`config.mk`:
```
export PLATFORM = sky130hd
export DESIGN_NAME = psx_pad_ctrl_flat
export DESIGN_NICKNAME = d
export VERILOG_FILES = /design/src/rtl/psx_pad_ctrl_pkg.sv /design/src/rtl/psx_pad_ctrl_if.sv /design/src/rtl/psx_pad_ctrl_shifter.sv /design/src/rtl/psx_pad_ctrl.sv /design/src/flat_wrapper.sv
export SDC_FILE = /design/constraint.sdc
export NUM_CORES = 1
export LEC_CHECK = 0
export ABC_AREA = 1
export CORE_ASPECT_RATIO = 0.5
export CORE_UTILIZATION = 40
export CTS_CLUSTER_SIZE = 28
export DETAILED_ROUTE_END_ITERATION = 7
export SYNTH_ARGS = -nofsm -noshare
export SYNTH_HDL_FRONTEND = slang
export SYNTH_SLANG_ARGS = --single-unit
```
`constraint.sdc`:
```
create_clock -name m_clock -period 2.3 [get_ports m_clock]
set_input_delay 0.46 -clock m_clock [delete_from_list [all_inputs] [get_ports m_clock]]
set_output_delay 0.46 -clock m_clock [all_outputs]
set_load 0.02 [all_outputs]
```
`src/rtl/psx_pad_ctrl_pkg.sv`:
```
`default_nettype none
// ============================================================================
// Module   : pad_pkg
// Purpose  : Shared types and constants for the PlayStation pad poller:
//            FSM state encoding, poll command bytes, pad ID bytes, button bit
//            positions and the pad-to-NES mapping helper.
// Config   : PAD_ANALOG_EN extends the frame to 9 bytes (analog stick bytes).
// Revision : 1.0 - initial release
// ============================================================================
package pad_pkg;

  typedef enum logic [2:0] {
    ST_IDLE    = 3'd0,
    ST_SETUP   = 3'd1,
    ST_SHIFT   = 3'd2,
    ST_ACKWAIT = 3'd3,
    ST_CHECK   = 3'd4,
    ST_FAIL    = 3'd5,
    ST_DONE    = 3'd6
  } pad_state_t;

  // Poll frame command bytes: start, "read data", then idle fill bytes.
  localparam logic [7:0] CMD_START = 8'h01;
  localparam logic [7:0] CMD_POLL  = 8'h42;
  localparam logic [7:0] CMD_IDLE  = 8'h00;

  localparam logic [7:0] ID_DIGITAL = 8'h41;
  localparam logic [7:0] ID_ANALOG  = 8'h73;
  localparam logic [7:0] ID_READY   = 8'h5A;

`ifdef PAD_ANALOG_EN
  localparam int NUM_BYTES = 9;
`else
  localparam int NUM_BYTES = 5;
`endif

  // Button bit positions inside response byte r3.
  localparam int BIT_SELECT = 0;
  localparam int BIT_START  = 3;
  localparam int BIT_UP     = 4;
  localparam int BIT_RIGHT  = 5;
  localparam int BIT_DOWN   = 6;
  localparam int BIT_LEFT   = 7;
  // Button bit positions inside response byte r4.
  localparam int BIT_CIRCLE = 5;
  localparam int BIT_CROSS  = 6;

  // Command byte sent at a given position in the frame.
  function automatic logic [7:0] cmd_byte(input logic [3:0] idx);
    logic [7:0] b;
    b = CMD_IDLE;
    if (idx == 4'd0) b = CMD_START;
    else if (idx == 4'd1) b = CMD_POLL;
    return b;
  endfunction

  // Pad response bits are active-low; NES image is active-high.
  function automatic logic [7:0] nes_map(input logic [7:0] r3, input logic [7:0] r4);
    logic [7:0] n;
    n[0] = ~r4[BIT_CIRCLE];
    n[1] = ~r4[BIT_CROSS];
    n[2] = ~r3[BIT_SELECT];
    n[3] = ~r3[BIT_START];
    n[4] = ~r3[BIT_UP];
    n[5] = ~r3[BIT_DOWN];
    n[6] = ~r3[BIT_LEFT];
    n[7] = ~r3[BIT_RIGHT];
    return n;
  endfunction

endpackage
`default_nettype wire

```
`src/rtl/psx_pad_ctrl_if.sv`:
```
`default_nettype none
// ============================================================================
// Module   : psx_pad_ctrl_if
// Purpose  : Pad pin bundle between the poller (master) and the game pad
//            (slave).
// Signals  : PAD_SEL1n  select, active-low      (master -> pad)
//            PAD_CLK    serial clock, idle high  (master -> pad)
//            PAD_CMD    command data, LSB first  (master -> pad)
//            PAD_DAT    response data, LSB first (pad -> master)
//            PAD_ACKn   byte acknowledge, low    (pad -> master)
// Revision : 1.0 - initial release
// ============================================================================
interface psx_pad_ctrl_if;
  logic PAD_SEL1n;
  logic PAD_CLK;
  logic PAD_CMD;
  logic PAD_DAT;
  logic PAD_ACKn;

  modport master (output PAD_SEL1n, output PAD_CLK, output PAD_CMD,
                  input  PAD_DAT,   input  PAD_ACKn);
  modport slave  (input  PAD_SEL1n, input  PAD_CLK, input  PAD_CMD,
                  output PAD_DAT,   output PAD_ACKn);
endinterface
`default_nettype wire

```
`src/rtl/psx_pad_ctrl_shifter.sv`:
```
`default_nettype none
// ============================================================================
// Module   : psx_pad_shifter
// Purpose  : Full-duplex one-byte serial transfer. Each bit: clock falls with
//            the next command bit, after CLK_DIV cycles clock rises and the
//            response bit is sampled, then CLK_DIV more cycles of high time.
// Ports    : m_clock, p_reset  clock / synchronous active-high reset
//            i_start           begin a byte (ignored while active)
//            i_tx_byte         command byte, sent LSB first
//            i_dat             synchronised response data
//            o_rx_byte         received byte, LSB first
//            o_done            one-cycle strobe after the eighth bit
//            o_pad_clk         serial clock, idle high
//            o_pad_cmd         command line, idle high
// Revision : 1.0 - initial release
// ============================================================================
module psx_pad_shifter #(
  parameter int CLK_DIV = 100
) (
  input  logic       m_clock,
  input  logic       p_reset,
  input  logic       i_start,
  input  logic [7:0] i_tx_byte,
  input  logic       i_dat,
  output logic [7:0] o_rx_byte,
  output logic       o_done,
  output logic       o_pad_clk,
  output logic       o_pad_cmd
);

  localparam int DW = (CLK_DIV > 1) ? $clog2(CLK_DIV) : 1;
  localparam logic [DW-1:0] DIV_LAST = DW'(CLK_DIV - 1);

  logic          r_active;
  logic          r_high;     // second half of the bit (clock high)
  logic [2:0]    r_bit;
  logic [DW-1:0] r_div;
  logic [7:0]    r_tx;
  logic [7:0]    r_rx;
  logic          r_clk;
  logic          r_cmd;
  logic          r_done;
  logic          w_div_end;

  assign w_div_end = (r_div == DIV_LAST);

  always_ff @(posedge m_clock) begin
    if (p_reset) begin
      r_active <= 1'b0;
      r_high   <= 1'b0;
      r_bit    <= 3'd0;
      r_div    <= '0;
      r_tx     <= 8'h00;
      r_rx     <= 8'h00;
      r_clk    <= 1'b1;
      r_cmd    <= 1'b1;
      r_done   <= 1'b0;
    end else begin
      r_done <= 1'b0;
      if (i_start && !r_active) begin
        r_active <= 1'b1;
        r_high   <= 1'b0;
        r_bit    <= 3'd0;
        r_div    <= '0;
        r_tx     <= i_tx_byte;
        r_clk    <= 1'b0;
        r_cmd    <= i_tx_byte[0];
      end else if (r_active) begin
        if (!w_div_end) begin
          r_div <= r_div + 1'b1;
        end else begin
          r_div <= '0;
          if (!r_high) begin
            r_clk  <= 1'b1;
            r_high <= 1'b1;
            r_rx   <= {i_dat, r_rx[7:1]};
          end else if (r_bit == 3'd7) begin
            r_active <= 1'b0;
            r_done   <= 1'b1;
            r_cmd    <= 1'b1;
          end else begin
            r_bit  <= r_bit + 3'd1;
            r_high <= 1'b0;
            r_clk  <= 1'b0;
            r_cmd  <= r_tx[r_bit + 3'd1];
          end
        end
      end
    end
  end

  assign o_rx_byte = r_rx;
  assign o_done    = r_done;
  assign o_pad_clk = r_clk;
  assign o_pad_cmd = r_cmd;

endmodule
`default_nettype wire

```
`src/rtl/psx_pad_ctrl.sv`:
```
`default_nettype none
// ============================================================================
// Module   : psx_pad_ctrl
// Purpose  : Polls a PlayStation-style serial pad and presents the decoded
//            buttons as an 8-bit NES controller image.
// Ports    : m_clock, p_reset  50 MHz clock / synchronous active-high reset
//            poll_req          one-cycle request for an immediate poll
//            pad               pad pins (psx_pad_ctrl_if.master)
//            buttons           raw buttons, active-high
//            nes_pad           A,B,Select,Start,Up,Down,Left,Right (bit0..7)
//            pad_id            last accepted ID byte
//            update            one-cycle strobe on a good frame
//            valid / error     sticky good-frame / failed-frame flags
//            busy              transaction in progress
//            stick             {r8,r7,r6,r5} (PAD_ANALOG_EN only)
// Config   : PAD_ANALOG_EN - 9-byte frame, accepts ID 0x73, adds stick port.
// Revision : 1.0 - initial release
// ============================================================================
module psx_pad_ctrl
  import pad_pkg::*;
#(
  parameter int CLK_DIV     = 100,
  parameter int POLL_PERIOD = 833333,
  parameter int ACK_TIMEOUT = 1000,
  parameter int SEL_SETUP   = 1000
) (
  input  logic           m_clock,
  input  logic           p_reset,
  input  logic           poll_req,
  psx_pad_ctrl_if.master pad,
  output logic [15:0]    buttons,
  output logic [7:0]     nes_pad,
  output logic [7:0]     pad_id,
  output logic           update,
  output logic           valid,
  output logic           busy,
  output logic           error
`ifdef PAD_ANALOG_EN
  ,
  output logic [31:0]    stick
`endif
);

  localparam int FW    = 8 * (NUM_BYTES - 1);
  localparam int PW    = (POLL_PERIOD > 1) ? $clog2(POLL_PERIOD) : 1;
  localparam int T_MAX = (SEL_SETUP > ACK_TIMEOUT)
                         ? ((SEL_SETUP > 2*CLK_DIV) ? SEL_SETUP : 2*CLK_DIV)
                         : ((ACK_TIMEOUT > 2*CLK_DIV) ? ACK_TIMEOUT : 2*CLK_DIV);
  localparam int TW    = $clog2(T_MAX + 1);

  localparam logic [TW-1:0] T_SETUP   = TW'(SEL_SETUP - 1);
  localparam logic [TW-1:0] T_ACK     = TW'(ACK_TIMEOUT - 1);
  localparam logic [TW-1:0] T_DONE    = TW'(2*CLK_DIV - 1);
  localparam logic [PW-1:0] POLL_LAST = PW'(POLL_PERIOD - 1);
  localparam logic [3:0]    LAST_BYTE = 4'(NUM_BYTES - 1);

  pad_state_t    r_state, w_next;
  logic [TW-1:0] r_tmr;
  logic [PW-1:0] r_poll_cnt;
  logic          r_dat_s1, r_dat_s2, r_ack_s1, r_ack_s2;
  logic [3:0]    r_byte_idx;
  logic [FW-1:0] r_frame;     // response bytes r1..rN, r1 in the low byte
  logic          r_sel_n;
  logic [15:0]   r_buttons;
  logic [7:0]    r_nes, r_id;
  logic          r_update, r_valid, r_error;

  logic          w_poll_exp, w_sh_start, w_sh_done, w_id_ok, w_frame_ok;
  logic [7:0]    w_sh_rx, w_r1, w_r2, w_r3, w_r4;

  assign w_poll_exp = (r_poll_cnt == POLL_LAST);

  // Bytes shift in from the top, so after the last byte r0 has fallen out of
  // the bottom and r1 sits in the low byte.
  assign w_r1 = r_frame[7:0];
  assign w_r2 = r_frame[15:8];
  assign w_r3 = r_frame[23:16];
  assign w_r4 = r_frame[31:24];

`ifdef PAD_ANALOG_EN
  assign w_id_ok = (w_r1 == ID_DIGITAL) || (w_r1 == ID_ANALOG);
`else
  assign w_id_ok = (w_r1 == ID_DIGITAL);
`endif
  assign w_frame_ok = w_id_ok && (w_r2 == ID_READY);

  psx_pad_shifter #(.CLK_DIV(CLK_DIV)) u_shifter (
    .m_clock   (m_clock),
    .p_reset   (p_reset),
    .i_start   (w_sh_start),
    .i_tx_byte (cmd_byte(r_byte_idx)),
    .i_dat     (r_dat_s2),
    .o_rx_byte (w_sh_rx),
    .o_done    (w_sh_done),
    .o_pad_clk (pad.PAD_CLK),
    .o_pad_cmd (pad.PAD_CMD)
  );

  always_comb begin
    w_next     = r_state;
    w_sh_start = 1'b0;
    unique case (r_state)
      ST_IDLE:    if (poll_req || w_poll_exp) w_next = ST_SETUP;
      ST_SETUP:   if (r_tmr == T_SETUP) begin
                    w_next     = ST_SHIFT;
                    w_sh_start = 1'b1;
                  end
      ST_SHIFT:   if (w_sh_done) w_next = (r_byte_idx == LAST_BYTE) ? ST_CHECK : ST_ACKWAIT;
      ST_ACKWAIT: if (!r_ack_s2) begin
                    w_next     = ST_SHIFT;
                    w_sh_start = 1'b1;
                  end else if (r_tmr == T_ACK) begin
                    w_next = ST_FAIL;
                  end
      ST_CHECK:   w_next = w_frame_ok ? ST_DONE : ST_FAIL;
      ST_FAIL:    w_next = ST_DONE;
      ST_DONE:    if (r_tmr == T_DONE) w_next = ST_IDLE;
      default:    w_next = ST_IDLE;
    endcase
  end

  always_ff @(posedge m_clock) begin
    if (p_reset) begin
      r_state    <= ST_IDLE;
      r_tmr      <= '0;
      r_poll_cnt <= '0;
      r_dat_s1   <= 1'b1;
      r_dat_s2   <= 1'b1;
      r_ack_s1   <= 1'b1;
      r_ack_s2   <= 1'b1;
      r_byte_idx <= 4'd0;
      r_frame    <= '0;
      r_sel_n    <= 1'b1;
      r_buttons  <= 16'h0000;
      r_nes      <= 8'h00;
      r_id       <= 8'h00;
      r_update   <= 1'b0;
      r_valid    <= 1'b0;
      r_error    <= 1'b0;
    end else begin
      r_state    <= w_next;
      r_tmr      <= (w_next != r_state) ? '0 : r_tmr + 1'b1;
      r_poll_cnt <= w_poll_exp ? '0 : r_poll_cnt + 1'b1;
      r_dat_s1   <= pad.PAD_DAT;
      r_dat_s2   <= r_dat_s1;
      r_ack_s1   <= pad.PAD_ACKn;
      r_ack_s2   <= r_ack_s1;
      r_sel_n    <= !(w_next inside {ST_SETUP, ST_SHIFT, ST_ACKWAIT, ST_CHECK, ST_FAIL});
      r_update   <= 1'b0;

      if (r_state == ST_SETUP) r_byte_idx <= 4'd0;
      if (r_state == ST_SHIFT && w_sh_done) begin
        r_byte_idx <= r_byte_idx + 4'd1;
        r_frame    <= {w_sh_rx, r_frame[FW-1:8]};
      end

      if (r_state == ST_CHECK && w_frame_ok) begin
        r_buttons <= ~{w_r4, w_r3};
        r_nes     <= nes_map(w_r3, w_r4);
        r_id      <= w_r1;
        r_update  <= 1'b1;
        r_valid   <= 1'b1;
        r_error   <= 1'b0;
      end
      if (r_state == ST_FAIL) begin
        r_valid <= 1'b0;
        r_error <= 1'b1;
      end
    end
  end

`ifdef PAD_ANALOG_EN
  logic [31:0] r_stick;
  always_ff @(posedge m_clock) begin
    if (p_reset) begin
      r_stick <= 32'h8080_8080;
    end else if (r_state == ST_CHECK && w_frame_ok) begin
      // A digital-mode pad sends no stick bytes worth trusting: park centred.
      r_stick <= (w_r1 == ID_DIGITAL) ? 32'h8080_8080 : r_frame[FW-1:32];
    end
  end
  assign stick = r_stick;
`endif

  assign pad.PAD_SEL1n = r_sel_n;
  assign buttons       = r_buttons;
  assign nes_pad       = r_nes;
  assign pad_id        = r_id;
  assign update        = r_update;
  assign valid         = r_valid;
  assign error         = r_error;
  assign busy          = (r_state != ST_IDLE);

endmodule
`default_nettype wire

```
`src/flat_wrapper.sv`:
```
// flat-port wrapper written by rule: the top's interface ports become plain ports
module psx_pad_ctrl_flat import pad_pkg::*;
#(
  parameter int CLK_DIV     = 100,
  parameter int POLL_PERIOD = 833333,
  parameter int ACK_TIMEOUT = 1000,
  parameter int SEL_SETUP   = 1000
)
  (m_clock, p_reset, poll_req, buttons, nes_pad, pad_id, update, valid, busy, error, pad_PAD_SEL1n, pad_PAD_CLK, pad_PAD_CMD, pad_PAD_DAT, pad_PAD_ACKn);
  psx_pad_ctrl_if pad_i ();
  input  logic m_clock;
  input  logic p_reset;
  input  logic poll_req;
  output logic [15:0] buttons;
  output logic [7:0] nes_pad;
  output logic [7:0] pad_id;
  output logic update;
  output logic valid;
  output logic busy;
  output logic error;
  output wire logic [$bits(pad_i.PAD_SEL1n)-1:0] pad_PAD_SEL1n;
  output wire logic [$bits(pad_i.PAD_CLK)-1:0] pad_PAD_CLK;
  output wire logic [$bits(pad_i.PAD_CMD)-1:0] pad_PAD_CMD;
  input wire logic [$bits(pad_i.PAD_DAT)-1:0] pad_PAD_DAT;
  input wire logic [$bits(pad_i.PAD_ACKn)-1:0] pad_PAD_ACKn;
  assign pad_PAD_SEL1n = pad_i.PAD_SEL1n;
  assign pad_PAD_CLK = pad_i.PAD_CLK;
  assign pad_PAD_CMD = pad_i.PAD_CMD;
  assign pad_i.PAD_DAT = pad_PAD_DAT;
  assign pad_i.PAD_ACKn = pad_PAD_ACKn;
  psx_pad_ctrl #(.CLK_DIV(CLK_DIV), .POLL_PERIOD(POLL_PERIOD), .ACK_TIMEOUT(ACK_TIMEOUT), .SEL_SETUP(SEL_SETUP)) u_core (.m_clock(m_clock), .p_reset(p_reset), .poll_req(poll_req), .pad(pad_i), .buttons(buttons), .nes_pad(nes_pad), .pad_id(pad_id), .update(update), .valid(valid), .busy(busy), .error(error));
endmodule
```
**Word level (Yosys, flattened, before mapping)**

Cells that the tools add are included.

- Word-level logic and storage cells: 132
- Memory bits (writable): 0
- Bits in latches: 0
- Output and inout port bits: 39
- Register bits: 140
- Memories: 0
- Bits in read-only memories: 0

- $add $sub $neg: 5
- Shift operators: 0
- $mul: 0
- Order comparisons: 1
- Div/mod/pow operators: 0
- Reduce and logical (&&, ||, !) cells: 26
- Equal/unequal tests: 22
- Mux-type cells: 39
- Bitwise operators: 14

Operators by type and width:

| operator | number |
|---|---|
| 2-to-1 mux 1 bit | 23 |
| 2-to-1 mux 3 bit | 7 |
| one-hot mux 3 bit (7 select lines) | 1 |
| adder 20 x 1 -> 20 bit, second input constant | 1 |
| == test 20 bit, second input constant | 1 |
| == test 3 bit, second input constant | 6 |
| == test 8 x 7 -> 1 bit, second input constant | 2 |
| NOT 16 bit | 1 |
| 2-to-1 mux 7 bit | 2 |
| NOT 1 bit | 13 |
| == test 3 x 2 -> 1 bit, second input constant | 4 |
| adder 10 x 1 -> 10 bit, second input constant | 1 |
| == test 10 bit, second input constant | 1 |
| == test 10 x 8 -> 1 bit, second input constant | 1 |
| nonzero test 2 bit | 5 |
| 2-to-1 mux 4 bit | 2 |
| 2-to-1 mux 8 bit | 1 |
| AND reduction 4 bit | 2 |
| OR reduction 2 bit | 4 |
| adder 7 x 1 -> 7 bit, second input constant | 1 |
| == test 7 bit, second input constant | 1 |
| == test 3 x 1 -> 1 bit, second input constant | 2 |
| AND reduction 3 bit | 2 |
| nonzero test 5 bit | 1 |
| 18 further kinds | 22 |

**Logic depth before layout (Yosys ltp)**

- Depth after elaboration: 8
- Depth in mapped cells: 14
- Depth with buffers taken out: 14

**Hierarchy**

A second synthesis with hierarchy kept.

- Cell total of the unflattened synthesis: 727
- Area, all modules: 5,681.7 um^2

Modules (own cells, without submodules):

| module | area each (um^2) | seq. area each (um^2) | cells each | instances |
|---|---|---|---|---|
| psx_pad_ctrl | 4,289.1 | 2,021.9 | 541 | 1 |
| psx_pad_shifter | 1,392.6 | 620.6 | 186 | 1 |

**Worst setup path after synthesis**

Ideal clock, no wire load.

- Path type: flip-flop to flip-flop
- Start point: register u_core.r_tmr[0]
- End point: register u_core.r_tmr[0]
- Path buffers: 0
- Stages on the path, launching flop included: 14
- Path slack: 0.714 ns
- Arrival time: 1.523 ns
- Cells stage by stage: dfxtp_1 -> ha_1 -> nand2_2 -> nor2_4 -> nand4_1 -> nand2_1 -> nand2_1 -> nor2_2 -> nand2_2 -> nand2_1 -> nand2_1 -> nor2_2 -> nand2_4 -> nor2_2

- Word-level cells in the longest chain between the ends: 6

Ends and longest elaborated chain:

| element | line | RTL |
|---|---|---|
| start, declared | psx_pad_ctrl.sv:58 | `logic [TW-1:0] r_tmr;` |
| start signal, assigned | psx_pad_ctrl.sv:142 | `r_tmr <= (w_next != r_state) ? '0 : r_tmr + 1'b1;` |
| == test 10 bit | psx_pad_ctrl.sv:104, psx_pad_ctrl.sv:112 |  |
| 2-to-1 mux 3 bit | psx_pad_ctrl.sv:112 | `end else if (r_tmr == T_ACK) begin` |
| 2-to-1 mux 3 bit | psx_pad_ctrl.sv:109 | `ST_ACKWAIT: if (!r_ack_s2) begin` |
| one-hot mux 3 bit (7 select lines) | psx_pad_ctrl.sv:102 | `unique case (r_state)` |
| != test 3 bit | psx_pad_ctrl.sv:142 |  |
| OR reduction 2 bit (no source line) | - |  |

Parallel ways exist; a longest one is shown, timed or not.
A chain may end at the register's enable or synchronous reset.

**Final worst setup path**

- Start point: register u_core.u_shifter.r_div[1]
- End point: register u_core.u_shifter.r_rx[7], in the netlist u_core.u_shifter.o_rx_byte[7]

- Word-level cells in the longest chain between the ends: 2

Ends and longest elaborated chain:

| element | line | RTL |
|---|---|---|
| start, declared | psx_pad_ctrl_shifter.sv:37 | `logic [DW-1:0] r_div;` |
| start signal, assigned | psx_pad_ctrl_shifter.sv:70 | `r_div <= r_div + 1'b1;` |
| == test 7 bit | psx_pad_ctrl_shifter.sv:45 | `assign w_div_end = (r_div == DIV_LAST);` |
| AND reduction 4 bit (no source line) | - |  |
| end signal, assigned | psx_pad_ctrl_shifter.sv:76 | `r_rx <= {i_dat, r_rx[7:1]};` |
| end, declared | psx_pad_ctrl_shifter.sv:39 | `logic [7:0] r_rx;` |

No other way between the ends.

==> impl_metrics.py <==
metrics = {
    "run_status": {
        "status": "finished clean",
    },
    "yosys": {
        "ys_dominant_reg_cell": "sky130_fd_sc_hd__dfxtp_1",
        "post_synth_main_area_contributors": "sky130_fd_sc_hd__dfxtp_1 48%, sky130_fd_sc_hd__nor2_1 7.5%, sky130_fd_sc_hd__nand2_1 6.6%",
        "async_reset_ff_frac": 0,
        "post_synth.cell_area_avg_um2": 7.782,
        "postSynthRegisterBits": 126,
        "synth_cell_types": 34,
        "synth_top_area_share": 0.4838,
        "synth_edf_count": 0,
        "synthDominantAreaCellType": "sky130_fd_sc_hd__dfxtp_1",
        "yosys_warnings": 0,
        "yosysSeqAreaShare": 0.4838,
        "synthesis.area_mm2": 0.005214,
        "synthesis.instances": 670,
        "synthesized_netlist_net_count": 684,
    },
    "setup_path": {
        "timing.reg2reg.setup_slack_ns": 0.29,
        "timing_worst_setup_path_type": "register to register",
        "reg2regPathDepth": 8,
        "cp-endpoint": "u_core.u_shifter.o_rx_byte[7]",
        "cp_data_required_time_ns": 2.58,
        "path_max_fanout": 13,
        "critPathCaptureType": "register",
        "crit_path_start_kind": "register",
        "crit-reg2reg-capture": "u_core.u_shifter.o_rx_byte[7]",
        "critical_path.reg2reg.startpoint": "u_core.u_shifter.r_div[1]",
        "startpoint": "u_core.u_shifter.r_div[1]",
        "crit_arrival_ns": 2.30,
    },
    "finish": {
        "post_route_cells_drive_above_1_share": 0.1137,
        "multi_input_gate_area_in_the_final_layout_mm2": 0.002280,
        "synthToLayoutAreaGrowth_pct": 22.44,
        "final.fill_count": 1236,
        "layout_common_cells": "126 x sky130_fd_sc_hd__dfxtp_1, 104 x sky130_fd_sc_hd__nor2_1, 91 x sky130_fd_sc_hd__nand2_1, 59 x sky130_fd_sc_hd__a21oi_1, 58 x sky130_fd_sc_hd__inv_1",
        "insertedDiodeCount": 0,
        "final_common_cell": "sky130_fd_sc_hd__dfxtp_1",
        "nets": 722,
        "regArea_mm2": 0.002522,
    },
    "die": {
        "initial_core_utilization": 0.4105,
        "die_w_um": 163.5,
        "die_height_um": 82.73,
        "core-area_mm2": 0.01270,
        "placement_rows": 29,
        "top_level_ports": 44,
        "dieArea_mm2": 0.01352,
    },
    "timing": {
        "tns_ns": 0,
        "final_max_slew_viol_count": 0,
        "final.period_utilization": 0.8748,
        "max_slew_margin": 0.6611,
        "rsz_0062_raised_after_global_routing": "false",
        "setup-violations-final": 0,
        "achievable-frequency_mhz": 497.0,
        "finalHoldViolCount": 0,
        "clock-skew-final_ns": 0.007800,
        "finalWorstPathRequiredPeriod_ns": 2.012,
        "timing_worst_slew_pin_value_ns": 0.5076,
    },
    "clock_network": {
        "cts_setup_buffers": 0,
        "clk_latency_worst_skew_pair_ns": 0.41,
        "cts_num_sinks": 126,
        "cts.reportedPaths.clkPinSlew_ns": 0.06,
        "cts_tree": "done",
        "post_cts_hold_buffer_count": 0,
        "clock_tree.htree_level_count": 4,
        "cts.root.buffer_cell": "sky130_fd_sc_hd__clkbuf_16",
        "clock_tree.buffer_depth": 2,
        "numCtsBuffers": 17,
    },
    "power_and_ir_drop": {
        "post-layout-total-power_uw": 5123,
        "static-leakage-power_uw": 0.002464,
        "pwr_density_cell_mw_per_mm2": 802.6,
        "maximum_ir_drop_on_the_vdd_rail_uv": 419.8,
    },
    "routing": {
        "drcViolationCount": 0,
        "avgRoutedWirePerCell_um": 12.33,
        "detail_route.vias_per_cell": 4.723,
        "detail-route-antenna-nets": 0,
        "dr_total_vias": 4208,
        "detail_route.first_pass.iterations": 4,
        "drtIter0Drc": 204,
        "wirelength_um": 10990,
    },
    "run": {
        "max_cap_violations": 0,
    },
    "grt": {
        "antenna_violations_before_repair": 0,
        "track_usage": 0.1754,
        "grt_pass1_wl_um": 18080,
        "pin_count_of_the_biggest_net_entering_global_routing": 42,
        "via_count_of_the_first_global_routing_pass": 3718,
        "overflow": 0,
    },
    "hold_path": {
        "worst_hold_path_type": "register to register",
    },
    "placement": {
        "port_buffers": 43,
        "place_congestion": 0.8118,
        "place.detailed.hpwl_um": 7547,
    },
}
## sequential cells by signal (all words and copies together), names as in the netlist, 2 cells and up
name	cells
u_core.buttons	9
u_core.nes_pad	7
u_core.pad_id	8
u_core.r_byte_idx	4
u_core.r_frame	32
u_core.r_poll_cnt	20
u_core.r_state	3
u_core.r_tmr	10
u_core.u_shifter.o_rx_byte	8
u_core.u_shifter.r_bit	3
u_core.u_shifter.r_div	7
u_core.u_shifter.r_tx	2
## what timing repair did
item / in CTS / in global routing
endpoints found under the hold margin: 0 / 0
setup endpoints to repair: 1 / 0
gates resized for setup: 1 / 0
## cells in the mapped netlist (all sizes together), types with 3 or more instances
| cell type | n |
|---|---|
| nor3b | 3 |
| xnor2 | 6 |
| ha | 9 |
| and3 | 7 |
| nand4 | 10 |
| nor3 | 13 |
| a21oi | 59 |
| or2 | 7 |
| nand3 | 28 |
| o21ai | 49 |
| nor2 | 123 |
| dfxtp | 126 |
| xor2 | 11 |
| nand2 | 97 |
| o21a | 18 |
| clkbuf | 15 |
| inv | 66 |
| buf | 16 |
## per-layer routing
layer	up-vias	wire length, um	global-route usage
li1	2249	-	-
met1	1897	5742	0.2347
met2	52	4796	0.2699
met3	10	341	0.04096
met4	0	106	0.08056
met5	-	0	0
## critical path, cell delays in order, from the launching register on
cell                      delay (ns)
sky130_fd_sc_hd__dfxtp_1        0.37
sky130_fd_sc_hd__ha_1           0.20
sky130_fd_sc_hd__inv_1          0.05
sky130_fd_sc_hd__nor3_1         0.18
sky130_fd_sc_hd__nand4_1        0.21
sky130_fd_sc_hd__inv_1          0.22
sky130_fd_sc_hd__nand2_1        0.31
sky130_fd_sc_hd__o21ai_0        0.29
sky130_fd_sc_hd__a21oi_1        0.06
## report_power, final
| group | internal (uW) | switching [uW] |
|---|---|---|
| Clock | 1750 | 1030 |
| Combinational | 47.5 | 86.0 |
| Sequential | 2200 | 12.3 |
## cells by family (layout without fill, tap and decap cells)
group / count (synthesis) / after routing / share of synthesized area
compound gates: 130 / 130 / 0.1361
buf+inv: 99 / 150 / 0.07895
flops: 126 / 126 / 0.4838
simple gates: 289 / 289 / 0.2510
xor+xnor: 17 / 17 / 0.02856
fa+ha+maj: 9 / 9 / 0.02160
## per-stage QoR
| stage | cells | cell area, um^2 | utilization | hold WS [ns] | setup slack, ns |
|---|---|---|---|---|---|
| 2_1_floorplan | 670 | 5214 | - | 0.3895 | 0.7141 |
| 3_3_place_gp | 859 | 5766 | 0.4540 | 0.4289 | 0.3272 |
| 3_5_place_dp | 859 | 5766 | 0.4540 | 0.4248 | 0.3366 |
| 4_1_cts | 891 | 6384 | 0.5027 | 0.4443 | 0.2706 |
| 5_1_grt | 891 | 6384 | 0.5027 | 0.4674 | 0.06610 |
| 6_report | 891 | 6384 | 0.5027 | 0.4392 | 0.2879 |
## layout make-up
| class | count | area share |
|---|---|---|
| clock buffers | 18 | 0.06880 |
| inverters | 68 | 0.03998 |
| clock inverters | 14 | 0.02822 |
| flip-flops and latches | 126 | 0.3951 |
| repair buffers | 50 | 0.07742 |
| multi-input cells | 445 | 0.3571 |
| well taps | 170 | 0.03332 |
## worst min-delay path by stage
stage                     from               to  slack [ns]  cells past startpoint
2_1_floorplan  u_core.r_ack_s1  u_core.r_ack_s2        0.39                      1
3_3_place_gp   u_core.r_dat_s1  u_core.r_dat_s2        0.43                      1
3_5_place_dp   u_core.r_dat_s1  u_core.r_dat_s2        0.42                      1
4_1_cts        u_core.r_dat_s1  u_core.r_dat_s2        0.44                      1
5_1_grt        u_core.r_dat_s1  u_core.r_dat_s2        0.47                      1
6_report       u_core.r_dat_s1  u_core.r_dat_s2        0.44                      1
Power figures use the tool's default switching activity.
